===== src/rtl/cpu_sim_ctrl_pkg.sv =====
// Shared types and helpers for the simulation/bring-up run controller.
// Holds the FSM state encoding, the tohost pass code and the exit-code decode.
package cpu_sim_ctrl_pkg;

  typedef enum logic [1:0] {
    HOLD,
    RUN,
    DONE
  } sim_state_t;

  localparam int TOHOST_PASS = 1;
  localparam int EXIT_W_MAX  = 64;

  // riscv-tests report (code << 1) | 1 on failure, so the real code is one bit down.
  function automatic logic [EXIT_W_MAX-1:0] decode_exit(input logic [EXIT_W_MAX-1:0] data);
    return data >> 1;
  endfunction

endpackage


===== src/rtl/cpu_sim_ctrl_sat_counter.sv =====
// Up-counter that sticks at all-ones instead of wrapping.
// clr has the same effect as reset and wins over en.
module sat_counter #(
  parameter int W = 32
) (
  input  logic         clk,
  input  logic         reset,
  input  logic         en,
  input  logic         clr,
  output logic [W-1:0] q
);

  // NOTE: clocked state is always written with <= so every flop samples pre-edge values.
  always_ff @(posedge clk) begin
    if (reset || clr) begin
      q <= '0;
    end else if (en && (q != '1)) begin
      q <= q + 1'b1;
    end
  end

endmodule


===== src/rtl/cpu_sim_ctrl.sv =====
// Run controller: sequences the CPU reset, counts RUN cycles and retired
// instructions, and snoops tohost stores to latch a pass/fail/timeout verdict.
module cpu_sim_ctrl
  import cpu_sim_ctrl_pkg::*;
#(
  parameter int                RESET_CYCLES   = 4,
  parameter int                TIMEOUT_CYCLES = 1000,
  parameter int                ADDR_W         = 32,
  parameter int                DATA_W         = 32,
  parameter int                CNT_W          = 32,
  parameter logic [ADDR_W-1:0] TOHOST_ADDR    = 32'h0000_1000
) (
  input  logic              clk,
  input  logic              reset,
  output logic              cpu_reset_n,
  input  logic              st_valid,
  input  logic [ADDR_W-1:0] st_addr,
  input  logic [DATA_W-1:0] st_data,
  input  logic              instr_retire,
  output logic              done,
  output logic              pass,
  output logic              fail,
  output logic              timeout,
  output logic [DATA_W-1:0] exit_code,
  output logic [CNT_W-1:0]  cycle_count,
  output logic [CNT_W-1:0]  instret_count
);

  localparam int                HOLD_W       = (RESET_CYCLES > 1) ? $clog2(RESET_CYCLES) : 1;
  localparam logic [HOLD_W-1:0] HOLD_LAST    = HOLD_W'(RESET_CYCLES - 1);
  localparam bit                TIMEOUT_EN   = (TIMEOUT_CYCLES != 0);
  localparam logic [CNT_W-1:0]  TIMEOUT_LAST = CNT_W'(TIMEOUT_CYCLES - 1);

  sim_state_t        state, state_next;
  logic [HOLD_W-1:0] hold_cnt, hold_cnt_next;
  logic              cpu_reset_n_next;
  logic              pass_next, fail_next, timeout_next;
  logic [DATA_W-1:0] exit_code_next;
  logic              tohost_report;
  logic              report_pass;
  logic              timeout_hit;

  // A zero write to tohost is a no-op, so only nonzero data ends the run.
  assign tohost_report = st_valid && (st_addr == TOHOST_ADDR) && (st_data != '0);
  assign report_pass   = (st_data == DATA_W'(TOHOST_PASS));
  assign timeout_hit   = TIMEOUT_EN && (cycle_count == TIMEOUT_LAST);

  always_ff @(posedge clk) begin
    if (reset) begin
      state       <= HOLD;
      hold_cnt    <= '0;
      cpu_reset_n <= 1'b0;
      done        <= 1'b0;
      pass        <= 1'b0;
      fail        <= 1'b0;
      timeout     <= 1'b0;
      exit_code   <= '0;
    end else begin
      state       <= state_next;
      hold_cnt    <= hold_cnt_next;
      cpu_reset_n <= cpu_reset_n_next;
      done        <= pass_next | fail_next;
      pass        <= pass_next;
      fail        <= fail_next;
      timeout     <= timeout_next;
      exit_code   <= exit_code_next;
    end
  end

  // NOTE: every signal written here gets a default first, so no path can infer a latch.
  always_comb begin
    state_next       = state;
    hold_cnt_next    = hold_cnt;
    cpu_reset_n_next = cpu_reset_n;
    pass_next        = pass;
    fail_next        = fail;
    timeout_next     = timeout;
    exit_code_next   = exit_code;

    case (state)
      HOLD: begin
        cpu_reset_n_next = 1'b0;
        hold_cnt_next    = hold_cnt + 1'b1;
        if (hold_cnt == HOLD_LAST) begin
          state_next       = RUN;
          cpu_reset_n_next = 1'b1;
          hold_cnt_next    = '0;
        end
      end
      RUN: begin
        // The tohost check comes first so a report on the timeout edge wins.
        if (tohost_report) begin
          state_next       = DONE;
          cpu_reset_n_next = 1'b0;
          if (report_pass) begin
            pass_next      = 1'b1;
            exit_code_next = '0;
          end else begin
            fail_next      = 1'b1;
            exit_code_next = DATA_W'(decode_exit(EXIT_W_MAX'(st_data)));
          end
        end else if (timeout_hit) begin
          state_next       = DONE;
          cpu_reset_n_next = 1'b0;
          timeout_next     = 1'b1;
          fail_next        = 1'b1;
          exit_code_next   = '1;
        end
      end
      DONE: begin
        cpu_reset_n_next = 1'b0;
      end
      default: begin
        state_next       = HOLD;
        cpu_reset_n_next = 1'b0;
        hold_cnt_next    = '0;
      end
    endcase
  end

  sat_counter #(.W(CNT_W)) u_cycle_cnt (
    .clk   (clk),
    .reset (reset),
    .en    (state == RUN),
    .clr   (state == HOLD),
    .q     (cycle_count)
  );

  sat_counter #(.W(CNT_W)) u_instret_cnt (
    .clk   (clk),
    .reset (reset),
    .en    ((state == RUN) && instr_retire),
    .clr   (state == HOLD),
    .q     (instret_count)
  );

endmodule


===== config.mk =====
export PLATFORM = sky130hd
export DESIGN_NAME = cpu_sim_ctrl
export DESIGN_NICKNAME = d
export VERILOG_FILES = /design/src/rtl/cpu_sim_ctrl_pkg.sv /design/src/rtl/cpu_sim_ctrl_sat_counter.sv /design/src/rtl/cpu_sim_ctrl.sv
export SDC_FILE = /design/constraint.sdc
export NUM_CORES = 1
export LEC_CHECK = 0
export ABC_AREA = 1
export BUFFER_PORTS_ARGS = -buffer_cell sky130_fd_sc_hd__buf_2
export CAP_MARGIN = 15
export CORE_AREA = 2 2 114 116
export CTS_CLUSTER_SIZE = 20
export DETAILED_ROUTE_END_ITERATION = 6
export DIE_AREA = 0 0 116 118
export HOLD_SLACK_MARGIN = 0.03
export PLACE_DENSITY = 0.79
export SLEW_MARGIN = 20
export SYNTH_ARGS = -nofsm -noshare
export SYNTH_HDL_FRONTEND = slang
export SYNTH_HIERARCHICAL = 1
export SYNTH_SLANG_ARGS = --single-unit

===== constraint.sdc =====
create_clock -name clk -period 4.75 [get_ports clk]
set_input_delay 0.2375 -clock clk [delete_from_list [all_inputs] [get_ports clk]]
set_output_delay 0.2375 -clock clk [all_outputs]
set_load 0.005 [all_outputs]

[Yosys cells after proc, flatten, opt, wreduce, memory -nomap -nowiden]
Index checks and enable logic that the tools add are counted.
Storage, ports and cells
  bits in registers: 105
  bits in latches: 0
  RAM bits: 0
  bits in read-only memories: 0
  input bits: 68
  output and inout bits: 101
  logic and storage cells: 59
  memories: 0
Cells by class
  add/sub/neg operators: 3
  multipliers: 0
  div/mod/pow operators: 0
  $lt $le $gt $ge: 0
  eq/ne operators: 10
  shift-type cells: 0
  multiplexer cells: 20
  bitwise logic cells: 3
  reduce and logical (&&, ||, !) cells: 13
Operator list (number)
  adder 32 x 1 -> 32 bit, second input constant: 2
  two-way mux 32 bit: 2
  inequality test 32 bit, second input constant: 2
  equality test 32 x 1 -> 1 bit, second input constant: 1
  equality test 32 x 10 -> 1 bit, second input constant: 1
  equality test 32 x 13 -> 1 bit, second input constant: 1
  nonzero test 32 bit: 1
  two-way mux 31 bit: 1
  two-way mux 1 bit: 10
  two-way mux 2 bit: 4
  case mux 2 bit (3 select lines): 1
  AND reduction 3 bit: 2
  logical AND 1 bit: 5
  equality test 2 bit, second input constant: 2
  case mux 2 bit (2 select lines): 1
  inequality test 3 bit, second input constant: 1
  adder 2 x 1 -> 2 bit, second input constant: 1
  equality test 2 x 1 -> 1 bit, second input constant: 1
  zero test 2 bit: 1
  inequality test 2 bit, second input constant: 1
  NOT 1 bit: 2
  case mux 1 bit (2 select lines): 1
  AND reduction 2 bit: 1
  nonzero test 2 bit: 1
  other kinds (3): 3

[Longest topological paths before layout]
Gate-level depths: netlist (run 1).
  depth in word-level cells: 6
  gate-level depth with buffers: 15
  depth with buffers taken out: 14

[Hierarchy]
Netlist (run 1), hierarchy kept.
By module, submodules not included
  sat_counter: times used 2, cells an instance 328, area each 2028.2 um2, seq. area each 640.6 um2
  cpu_sim_ctrl: times used 1, cells an instance 371, area each 2413.6 um2, seq. area each 820.8 um2

[Worst setup path before layout (run 1)]
Ideal clock, no wire load.
  kind: reg-to-reg
  start point: register state[1]
  end point: register u_instret_cnt.q[25]
  setup time: 115 ps
  arrival: 1625 ps
  data required time: 4635 ps
  slack: 3010 ps
  stages on the path, launching flop included: 15
  path buffers: 1
  clock period less this slack: 1740 ps
  cells stage by stage: dfxtp_1 -> inv_1 -> ha_1 -> buf_4 -> nand2_1 -> inv_1 -> inv_2 -> nor2_1 -> nand2_1 -> inv_1 -> nand2_1 -> nor2_1 -> nand3_2 -> nand2_1 -> nor2_1
On the way
  longest elaborated chain between the ends: 3
  elaborated cells between the ends (all ways): 5
  classes of those cells: eq/ne (1); reduce/logical (4)
Ends and longest elaborated chain
  from (decl): RTL line cpu_sim_ctrl.sv:34  | sim_state_t state, state_next;
  from (signal assigned): RTL line cpu_sim_ctrl.sv:59  | state <= state_next;
  equality test 2 x 1 -> 1 bit: RTL line cpu_sim_ctrl.sv:132  | .en ((state == RUN) && instr_retire),
  logical AND 1 bit: RTL line cpu_sim_ctrl.sv:132
  logical AND 1 bit: RTL line cpu_sim_ctrl_sat_counter.sv:17  | end else if (en && (q != '1)) begin
  to (signal assigned): RTL line cpu_sim_ctrl_sat_counter.sv:18  | q <= q + 1'b1;
  to (decl): RTL line cpu_sim_ctrl_sat_counter.sv:10  | output logic [W-1:0] q
Parallel ways exist; a longest one is shown, timed or not.
A chain may end at the register's enable or synchronous reset.

[Worst setup path after layout (run 1)]
  start point: register state[1]
  end point: register u_instret_cnt.q[31]
The elaborated chain is that of the path after synthesis.

==> qor.yml, run 1 <==
timing:
  fin_crit_ns: 2.729
  fin_ws_ns: 2.021
  post-route-period-util_pct: 57.45
  grt_setup_unrepaired: "false"
  finalSetupTns_ns: 0
  final-setup-viol-count: 0
  final_hold_viol_count: 0
  worst_pin_slew_ns: 0.8525
  finalMaxSlewViolations: 0
  slew_headroom_pct: 43.10
  finClkSkew_ns: 0.01009
  clock.fmax_mhz: 366.4
  holdWs_ns: 0.1705
yosys:
  synth-seq-cells: 105
  syn_area_um2: 6470
  yosysTopAreaCell: "dfxtp_1"
  synth_nets: 1101
  synth_top_area_share_pct: 32.49
  ys_types: 32
  async_reset_ff_share_pct: 0
  yosysSeqAreaShare_pct: 32.49
  syn_area_per_cell_um2: 6.300
  ys.flop_type: "dfxtp_1"
  synth_common_cells: "nand2_1 (245), nor2_1 (211), inv_1 (121)"
  synth_edf_count: 0
  synth_warnings: 6
  yosysMostFrequentCell: "nand2_1"
  syn_inst: 1027
  netlist_top_cells_area: "dfxtp_1 (32%), nand2_1 (14%), nor2_1 (12%), inv_1 (7.0%), nand3_1 (6.4%)"
placement:
  io_buffers: 168
  dp_cells: 1342
  gp_congestion: 0.9535
  pre_cts_slack_ns: 2.093
  hpwl_um: 12940
clock_network:
  cts_resized: 0
  cts.reportedPaths.clkPinSlew_ns: 0.07
  worst_skew_pair.late_latency_ns: 0.35
  cts_tree: "yes"
  clock-sinks: 105
  cts_buffers: 9
  cts_buffer_depth: 2
  htreeDepth: 3
  root_buffer: "clkbuf_16"
  post-cts-setup-buffers: 0
  hold_buffers: 0
routing:
  final_antenna_net_count: 0
  drt_iter0_markers: 523
  drt-total-wl_um: 17240
  dr_total_vias: 6904
  wl_per_cell_um: 12.70
  avgViaCountPerCell: 5.088
  drtPass1Iterations: 5
  drcViolationCount: 0
die:
  die_h_um: 118
  start_util_pct: 52.12
  io-pin-count: 169
  dieArea_um2: 13690
  die_width_um: 116
  core-area_um2: 12410
  row_count: 41
worst_setup_path:
  r2r_slack_ns: 2.02
  reg2reg_depth: 11
  path_class: "flop to flop"
  r2r-end: "u_instret_cnt/q[31]$_SDFFE_PP0P_"
  worst_setup_path_start_kind: "flop"
  crit_required_ns: 5.00
  cp_max_fo: 20
  worstReg2RegStart: "state[1]$_SDFFE_PP0P_"
  cp.arrival_ns: 2.98
  endpoint_kind: "flop"
hold_path:
  hp-start: "st_data[10]"
  whs_path_depth: 3
  hold_path.class: "primary input to flop"
  min_to: "exit_code[9]$_SDFFE_PP0P_"
final_layout:
  drive_gt1_share_pct: 23.29
  fin_nets: 1255
  final_cell_count_no_fill: 1357
  antenna-diode-count: 0
  areaGrowthSynthToFinish_pct: 17.54
run:
  drv_cap: 0
status:
  status: "finished, final reports clean"
power:
  combPwrFrac_pct: 15.5
  switching_share_pct: 28.75
  internal_power_w: 0.001339
  switchingPower_w: 0.0005404
  peakVddDrop_v: 0.0001737
  powerDensity_nw_per_um2: 247.1
  clock_power_share_pct: 36.6
  seqPwrFrac_pct: 47.8
  p_leak_nw: 3.156
  total_power_w: 0.001879
global_route:
  grt_pass1_vias: 5966
  grt_overflow: 0
  grt_max_degree: 34
  antenna_found_initial: 0
  grt_pass1_wl_um: 28000
  grt_use_total_pct: 25.12
worst max-delay path, stage by stage, from the launching register on:
cell and delay (ns):
dfxtp_1 0.33, inv_1 0.07, ha_1 0.68, nand2_1 0.10
inv_1 0.38, inv_2 0.17, nor2_1 0.26, nand3_1 0.15
nor2_2 0.19, nand3_1 0.12, nor2_1 0.12, nor2_1 0.05
layout make-up:
type / instances / area (um2)
fillers: 1261 / 4810
multi-input cells: 764 / 3677
well taps: 172 / 215.2
flip-flops and latches: 105 / 2102
inverters: 131 / 491.7
repair buffers: 170 / 855.8
clock buffers: 10 / 229.0
clock inverters: 5 / 33.78
how the worst max path moves through the flow:
stage	start	end	slack, ns	cells after the start
floorplan	state[1]$_SDFFE_PP0P_	u_instret_cnt/q[25]$_SDFFE_PP0P_	3.01	14
global placement	state[1]$_SDFFE_PP0P_	u_instret_cnt/q[31]$_SDFFE_PP0P_	2.14	12
detailed placement	state[1]$_SDFFE_PP0P_	u_instret_cnt/q[31]$_SDFFE_PP0P_	2.09	11
CTS	state[1]$_SDFFE_PP0P_	u_instret_cnt/q[31]$_SDFFE_PP0P_	2.08	11
global route	state[1]$_SDFFE_PP0P_	u_instret_cnt/q[23]$_SDFFE_PP0P_	1.76	11
finish	state[1]$_SDFFE_PP0P_	u_instret_cnt/q[31]$_SDFFE_PP0P_	2.02	11
sequential cells by signal, indices dropped and copies added, names as in the netlist:
register,count
fail,1
hold_cnt,2
u_instret_cnt/q,32
exit_code,32
timeout,1
state,2
done,1
pass,1
cpu_reset_n,1
u_cycle_cnt/q,32
through the flow:
stage	util (%)	instance area (um2)
2_1_floorplan	-	6470
3_3_place_gp	59.14	7342
3_5_place_dp	59.14	7342
4_1_cts	61.26	7605
5_1_grt	61.26	7605
6_report	61.26	7605
logic make-up (layout without fill, tap and decap cells):
family                   Yosys count  in the layout  share of synthesized area, %
XOR/XNOR                           4              4                        0.5414
adder cells (fa/ha/maj)            6              6                         1.160
AO/OA/AOI/OAI                    124            124                         11.41
flip-flops                       105            105                         32.49
buffers and inverters            158            316                         10.75
AND/OR/NAND/NOR                  630            630                         43.65
power by group through the flow:
stage	Clock [W]	Combinational [W]	Sequential [W]
2_1_floorplan	0	0.000207	0.000918
3_3_place_gp	0	0.000282	0.000919
3_5_place_dp	0	0.000288	0.000920
4_1_cts	0.000703	0.000289	0.000899
5_1_grt	0.000746	0.000332	0.000901
6_report	0.000689	0.000292	0.000899
metal layers:
layer | GRT usage (%) | up-vias | part of all wire (%)
li1 | - | 3558 | -
met5 | 0 | - | 0
met2 | 40.42 | 261 | 47
met3 | 4.789 | 27 | 7.3
met4 | 8.705 | 0 | 1.9
met1 | 33.48 | 3058 | 44
cell usage in the layout, fill, tap and decap left out, drive strengths merged, types with 3 or more instances in the layout:
cell type	count
nand2	257
nor2	231
buf	170
inv	131
dfxtp	105
nand3	101
a21oi	87
o21ai	33
nor3	19
nand4	12
clkbuf	10
ha	6
nand3b	5
a31oi	4
xor2	4
clkinv	3
Power figures use the tool's default switching activity.
==> run 2, diff against run 1 <==
Clock period 4.75 ns to 2.54 ns, I/O delays scaled along.
==> qor.yml, run 2 (synthesized netlist as in run 1, its figures left out) <==
status:
  status: "finished, final reports clean"
timing:
  fin_crit_ns: 2.066  # -0.6628 ns
  worst_pin_slew_ns: 0.8749  # +0.02233 ns
  clock.fmax_mhz: 484.0  # +32%
  finalSetupTns_ns: 0  # unchanged
  final_hold_viol_count: 0  # unchanged
  fin_ws_ns: 0.4737  # -1.547 ns
  slew_headroom_pct: 41.61  # -1.5 points
  final-setup-viol-count: 0  # unchanged
  finClkSkew_ns: 0.009544  # -0.0005436 ns
  post-route-period-util_pct: 81.35  # +24 points
  grt_setup_unrepaired: "false"
  finalMaxSlewViolations: 0  # unchanged
hold_path:
  hold_path.class: "primary input to flop"
global_route:
  grt_use_met3_pct: 4.840  # +0.051 points
  grt_max_degree: 34  # unchanged
  met2_usage_pct: 40.97  # +0.55 points
  grt_use_total_pct: 25.49  # +0.36 points
  grt_pass1_wl_um: 28460  # +1.7%
  busiest_layer: "met2"
  grt_pass1_vias: 6219  # +4.2%
  antenna_found_initial: 0  # unchanged
  grt_overflow: 0  # unchanged
  met1_usage_pct: 33.81  # +0.33 points
clock_network:
  cts_tree: "yes"
  cts_buffers: 9  # unchanged
  cts.reportedPaths.clkPinSlew_ns: 0.08  # about the same
  worst_skew_pair.late_latency_ns: 0.36  # about the same
  htreeDepth: 3  # unchanged
  cts_resized: 0  # unchanged
  clock-sinks: 105  # unchanged
  cts_buffer_depth: 2  # unchanged
  root_buffer: "clkbuf_16"
  post-cts-setup-buffers: 0  # unchanged
  hold_buffers: 0  # unchanged
final_layout:
  drive_gt1_share_pct: 23.57  # +0.28 points
  antenna-diode-count: 0  # unchanged
  final_core_util_pct: 61.92  # +0.67 points
  reg_top3: "exit_code (32), u_cycle_cnt/q (32), u_instret_cnt/q (32)"
  fin_nets: 1257  # +0.16%
  areaGrowthSynthToFinish_pct: 18.82
  design_area_um2: 7687  # +1.1%
  mostFrequentLayoutCell: "nand2_1"
  final_cell_mix: "nand2_1 (245), nor2_1 (209), buf_2 (168)"
routing:
  wl_per_cell_um: 12.70  # about the same
  dr_total_vias: 6918  # +0.20%
  avgViaCountPerCell: 5.087  # about the same
  drt-total-wl_um: 17270  # +0.18%
  final_antenna_net_count: 0  # unchanged
  drtPass1Iterations: 5  # unchanged
  drt_iter0_markers: 510  # -2.5%
  drcViolationCount: 0  # unchanged
worst_setup_path:
  cp_max_fo: 23  # +15%
  endpoint_kind: "flop"
  worst_setup_path_start_kind: "flop"
  crit_required_ns: 2.84  # -2.16 ns
  cp.arrival_ns: 2.36  # -0.62 ns
  path_class: "flop to flop"
placement:
  dpl-instance-area_um2: 7357  # +0.20%
  hpwl_um: 12990  # +0.34%
  io_buffers: 168  # unchanged
  gp_congestion: 0.9242  # -3.1%
  pre_cts_slack_ns: 0.5330  # -1.560 ns
die:
  core-area_um2: 12410  # unchanged
  dieArea_um2: 13690  # unchanged
  row_count: 41  # unchanged
  die_width_um: 116  # unchanged
  die_h_um: 118  # unchanged
  io-pin-count: 169  # unchanged
  start_util_pct: 52.12  # unchanged
power:
  peakVddDrop_v: 0.0003341  # +92%
  powerDensity_nw_per_um2: 489.9  # +98%
  p_leak_nw: 3.203  # +1.5%
  total_power_w: 0.003766  # +100%
run:
  drv_cap: 0  # unchanged
-- run 2: changes by cell type in the layout (fill, tap and decap cells not counted), sizes merged --
cell      previous run  this run
buf                170       172
bufinv               0         1
clkbuf              10         9
clkinv               3         2
clkinvlp             2         0
inv                131       135
-- run 2: layout make-up --
class | count | area [um2]
repair buffers | 172 | 870.8
clock buffers | 9 | 225.2
well taps | 172 | 215.2
clock inverters | 7 | 105.1
inverters | 131 | 491.7
fillers | 1249 | 4727
multi-input cells | 764 | 3677
flip-flops and latches | 105 | 2102
-- run 2: report_power, final --
part	total [W]	internal, W	switching (W)
sequential	0.00168	0.00167	0.0000160
clock	0.00152	0.000806	0.000714
combinational	0.000563	0.000188	0.000376
-- run 2: final timing paths --
path	from	to	slack (ns)	cells past startpoint
min	st_data[31]	exit_code[30]$_SDFFE_PP0P_	0.04	3
max	u_cycle_cnt/q[0]$_SDFFE_PP0P_	u_cycle_cnt/q[2]$_SDFFE_PP0P_	0.47	9
min reg2reg	timeout$_SDFFE_PP0P_	timeout$_SDFFE_PP0P_	0.46	2
max reg2reg	u_cycle_cnt/q[0]$_SDFFE_PP0P_	u_cycle_cnt/q[2]$_SDFFE_PP0P_	0.47	9
-- run 2: metal layers --
metal | vias to the layer above | share of wire [%]
met3 | 26 | 6.9
met1 | 3074 | 44
met4 | 0 | 1.9
met2 | 257 | 47
met5 | - | 0
li1 | 3561 | -
-- run 2: critical path, cell delays in order (launching register included) --
cell and delay (ns):
dfxtp_1 0.46, ha_1 0.24, nand2_1 0.08, nor2_1 0.21, nand2_4 0.12, nor2_8 0.16, nand2_2 0.27, nand2_1 0.25
o21ai_0 0.10, nor2_1 0.11
-- run 2: per-stage QoR --
stage	instances	hold WS (ns)
6_report	1360	0.04370
5_1_grt	1360	0.05965
4_1_cts	1360	0.03560
3_5_place_dp	1344	0.4193
3_3_place_gp	1344	0.4090
2_1_floorplan	1027	0.3058
==> run 3, diff against run 2 <==
Settings changed: CORE_AREA 2 2 114 116 to 2 2 118 120, DIE_AREA 0 0 116 118 to 0 0 120 122, PLACE_DENSITY 0.79 to 0.77.
Clock period 2.54 ns to 1.8 ns, I/O delays scaled along.
==> qor.yml, run 3 (synthesized netlist as in run 1, its figures left out) <==
routing:
  wl_per_cell_um: 13.40  # +5.5%
  drt-total-wl_um: 19500  # +13%
  drcViolationCount: 0  # unchanged
  drt_iter0_markers: 461  # -9.6%
  final_antenna_net_count: 0  # unchanged
  drtPass1Iterations: 5  # unchanged
  avgViaCountPerCell: 4.982  # -2.1%
  dr_total_vias: 7254  # +4.9%
global_route:
  grt_pass1_vias: 6681  # +7.4%
  antenna_found_initial: 0  # unchanged
  grt_overflow: 0  # unchanged
  grt_use_total_pct: 26.19  # +0.70 points
  grt_pass1_wl_um: 31080  # +9.2%
  grt_max_degree: 34  # unchanged
power:
  total_power_w: 0.005323  # +41%
  peakVddDrop_v: 0.0005034  # +51%
  clock_power_share_pct: 37.7  # -2.7 points
  switchingPower_w: 0.001604  # +45%
  p_leak_nw: 3.684  # +15%
  powerDensity_nw_per_um2: 618.4  # +26%
  switching_share_pct: 30.14  # +0.77 points
  seqPwrFrac_pct: 44.5  # -0.2 points
  combPwrFrac_pct: 17.8  # +2.8 points
  internal_power_w: 0.003719  # +40%
final_layout:
  reg_top3: "exit_code (32), u_cycle_cnt/q (32), u_instret_cnt/q (32)"
  drive_gt1_share_pct: 29.47  # +5.9 points
  final_cell_mix: "nand2_1 (241), nor2_1 (194), buf_2 (168)"
  antenna-diode-count: 0  # unchanged
  areaGrowthSynthToFinish_pct: 33.03
  fin_nets: 1345  # +7.0%
  mostFrequentLayoutCell: "nand2_1"
  final.fill_count: 1276  # +2.2%
placement:
  hpwl_um: 14230  # +9.5%
  io_buffers: 168  # unchanged
  gp_congestion: 0.9806  # +6.1%
  pre_cts_slack_ns: -0.04411  # -0.5771 ns
worst_setup_path:
  path_class: "flop to flop"
  crit_required_ns: 2.05  # -0.79 ns
  worstReg2RegStart: "u_cycle_cnt/q[2]$_SDFFE_PP0P_"
  cp.arrival_ns: 2.02  # -0.34 ns
  r2r_slack_ns: 0.02  # -0.45 ns
  max_stage_delay_ns: 0.47  # about the same
  crit_chain: "nand3_1 > nor2_1 > nand3_1 > nor3_1 > nand3_2 > nand2_1 > nor2_1"
  critPathLaunch: "u_cycle_cnt/q[2]$_SDFFE_PP0P_"
  worst_setup_path_start_kind: "flop"
  critPathSlowestCell: "dfxtp_1"
  crit_family: "simple AND/OR/NAND/NOR gates"
  critPathBufInv: 0  # unchanged
  endpoint_kind: "flop"
  cp_max_fo: 7  # -70%
die:
  start_util_pct: 47.91  # -4.2 points
  die_h_um: 122  # +3.4%
  dieArea_um2: 14640  # +7.0%
  die_width_um: 120  # +3.4%
  core-area_um2: 13500  # +8.8%
  io-pin-count: 169  # unchanged
  row_count: 43  # +4.9%
clock_network:
  htreeDepth: 3  # unchanged
  clock-sinks: 105  # unchanged
  cts.reportedPaths.clkPinSlew_ns: 0.09  # about the same
  cts_buffers: 9  # unchanged
  root_buffer: "clkbuf_16"
  cts_buffer_depth: 2  # unchanged
  worst_skew_pair.late_latency_ns: 0.36  # about the same
  cts_tree: "yes"
timing:
  clock.fmax_mhz: 562.7  # +16%
  finalMaxSlewViolations: 0  # unchanged
  post-route-period-util_pct: 98.73  # +17 points
  worst_pin_slew_ns: 0.3966  # -0.4783 ns
  final_hold_viol_count: 0  # unchanged
  fin_ws_ns: 0.02292  # -0.4508 ns
  slew_headroom_pct: 73.36  # +32 points
  fin_crit_ns: 1.777  # -0.2892 ns
  grt_setup_unrepaired: "true"
  final-setup-viol-count: 0  # unchanged
  finClkSkew_ns: 0.01591  # +0.006366 ns
  holdWs_ns: 0.04090  # -0.002798 ns
hold_path:
  hp-start: "st_data[7]"
  hold_path.class: "primary input to flop"
run:
  drv_cap: 0  # unchanged
status:
  status: "finished, final reports clean"
-- run 3: cell types whose count changed in the layout (fill, tap and decap cells not counted), moves of 5 or more --
cell / before / now
dfxtp_1: 105 / 100
nor2_2: 16 / 27
nor3_2: 0 / 5
nor3_1: 19 / 14
dlygate4sd3_1: 0 / 26
nor2_1: 209 / 194
buf_4: 4 / 58
dfxtp_2: 0 / 5
-- run 3: repair_timing --
action | CTS | global route
endpoints found under the setup margin | 8 | 79
gates resized for setup | 2 | 42
pin swaps | 0 | 2
hold buffers | 26 | 0
buffers inserted | 0 | 3
cloned | 0 | 1
endpoints found under the hold margin | 26 | 0
-- run 3: worst paths after layout --
check,end,depth (start not counted)
max,u_cycle_cnt/q[21]$_SDFFE_PP0P_,7
min,exit_code[6]$_SDFFE_PP0P_,3
max reg2reg,u_cycle_cnt/q[21]$_SDFFE_PP0P_,7
min reg2reg,timeout$_SDFFE_PP0P_,2
-- run 3: layer usage --
metal	global-route usage (%)	routed length (um)	vias to the layer above
met2	45.17	9506	225
met5	0	0	-
li1	-	-	3726
met3	4.354	1002	35
met4	9.632	455	0
met1	32.90	8539	3268
-- run 3: cell type report --
class                      instances  area, um2  area share (%)
sequential                       105       2108           24.49
timing repair buffer             260       1679           19.51
multi-input combinational        764       3797           44.12
clock inverter                     7      80.08          0.9304
inverter                         131      491.7           5.713
tap                              180      225.2           2.617
clock buffer                       9      225.2           2.617
-- run 3: power by group through the flow --
stage	registers (W)	logic, W	clock network [W]
floorplan	0.00242	0.000546	0
global placement	0.00242	0.000831	0
detailed placement	0.00243	0.000841	0
CTS	0.00237	0.000884	0.00205
global route	0.00238	0.00106	0.00213
finish	0.00237	0.000947	0.00201
-- run 3: worst register-to-register path: stages, from the launching register on --
cell,delay (ns)
dfxtp_1,0.47
nand3_1,0.23
nor2_1,0.25
nand3_1,0.19
nor3_1,0.33
nand3_2,0.10
nand2_1,0.07
nor2_1,0.04
-- run 3: metrics by stage --
step	utilization (%)	cell area, um2	TNS, ns	cells
final	63.74	8607	0	1456
after CTS	62.41	8428	0	1452
after global routing	63.74	8607	-0.1396	1456
after global placement	58.15	7853	0	1410
after detailed placement	58.15	7853	-0.1358	1410
after floorplan	-	6470	0	1027
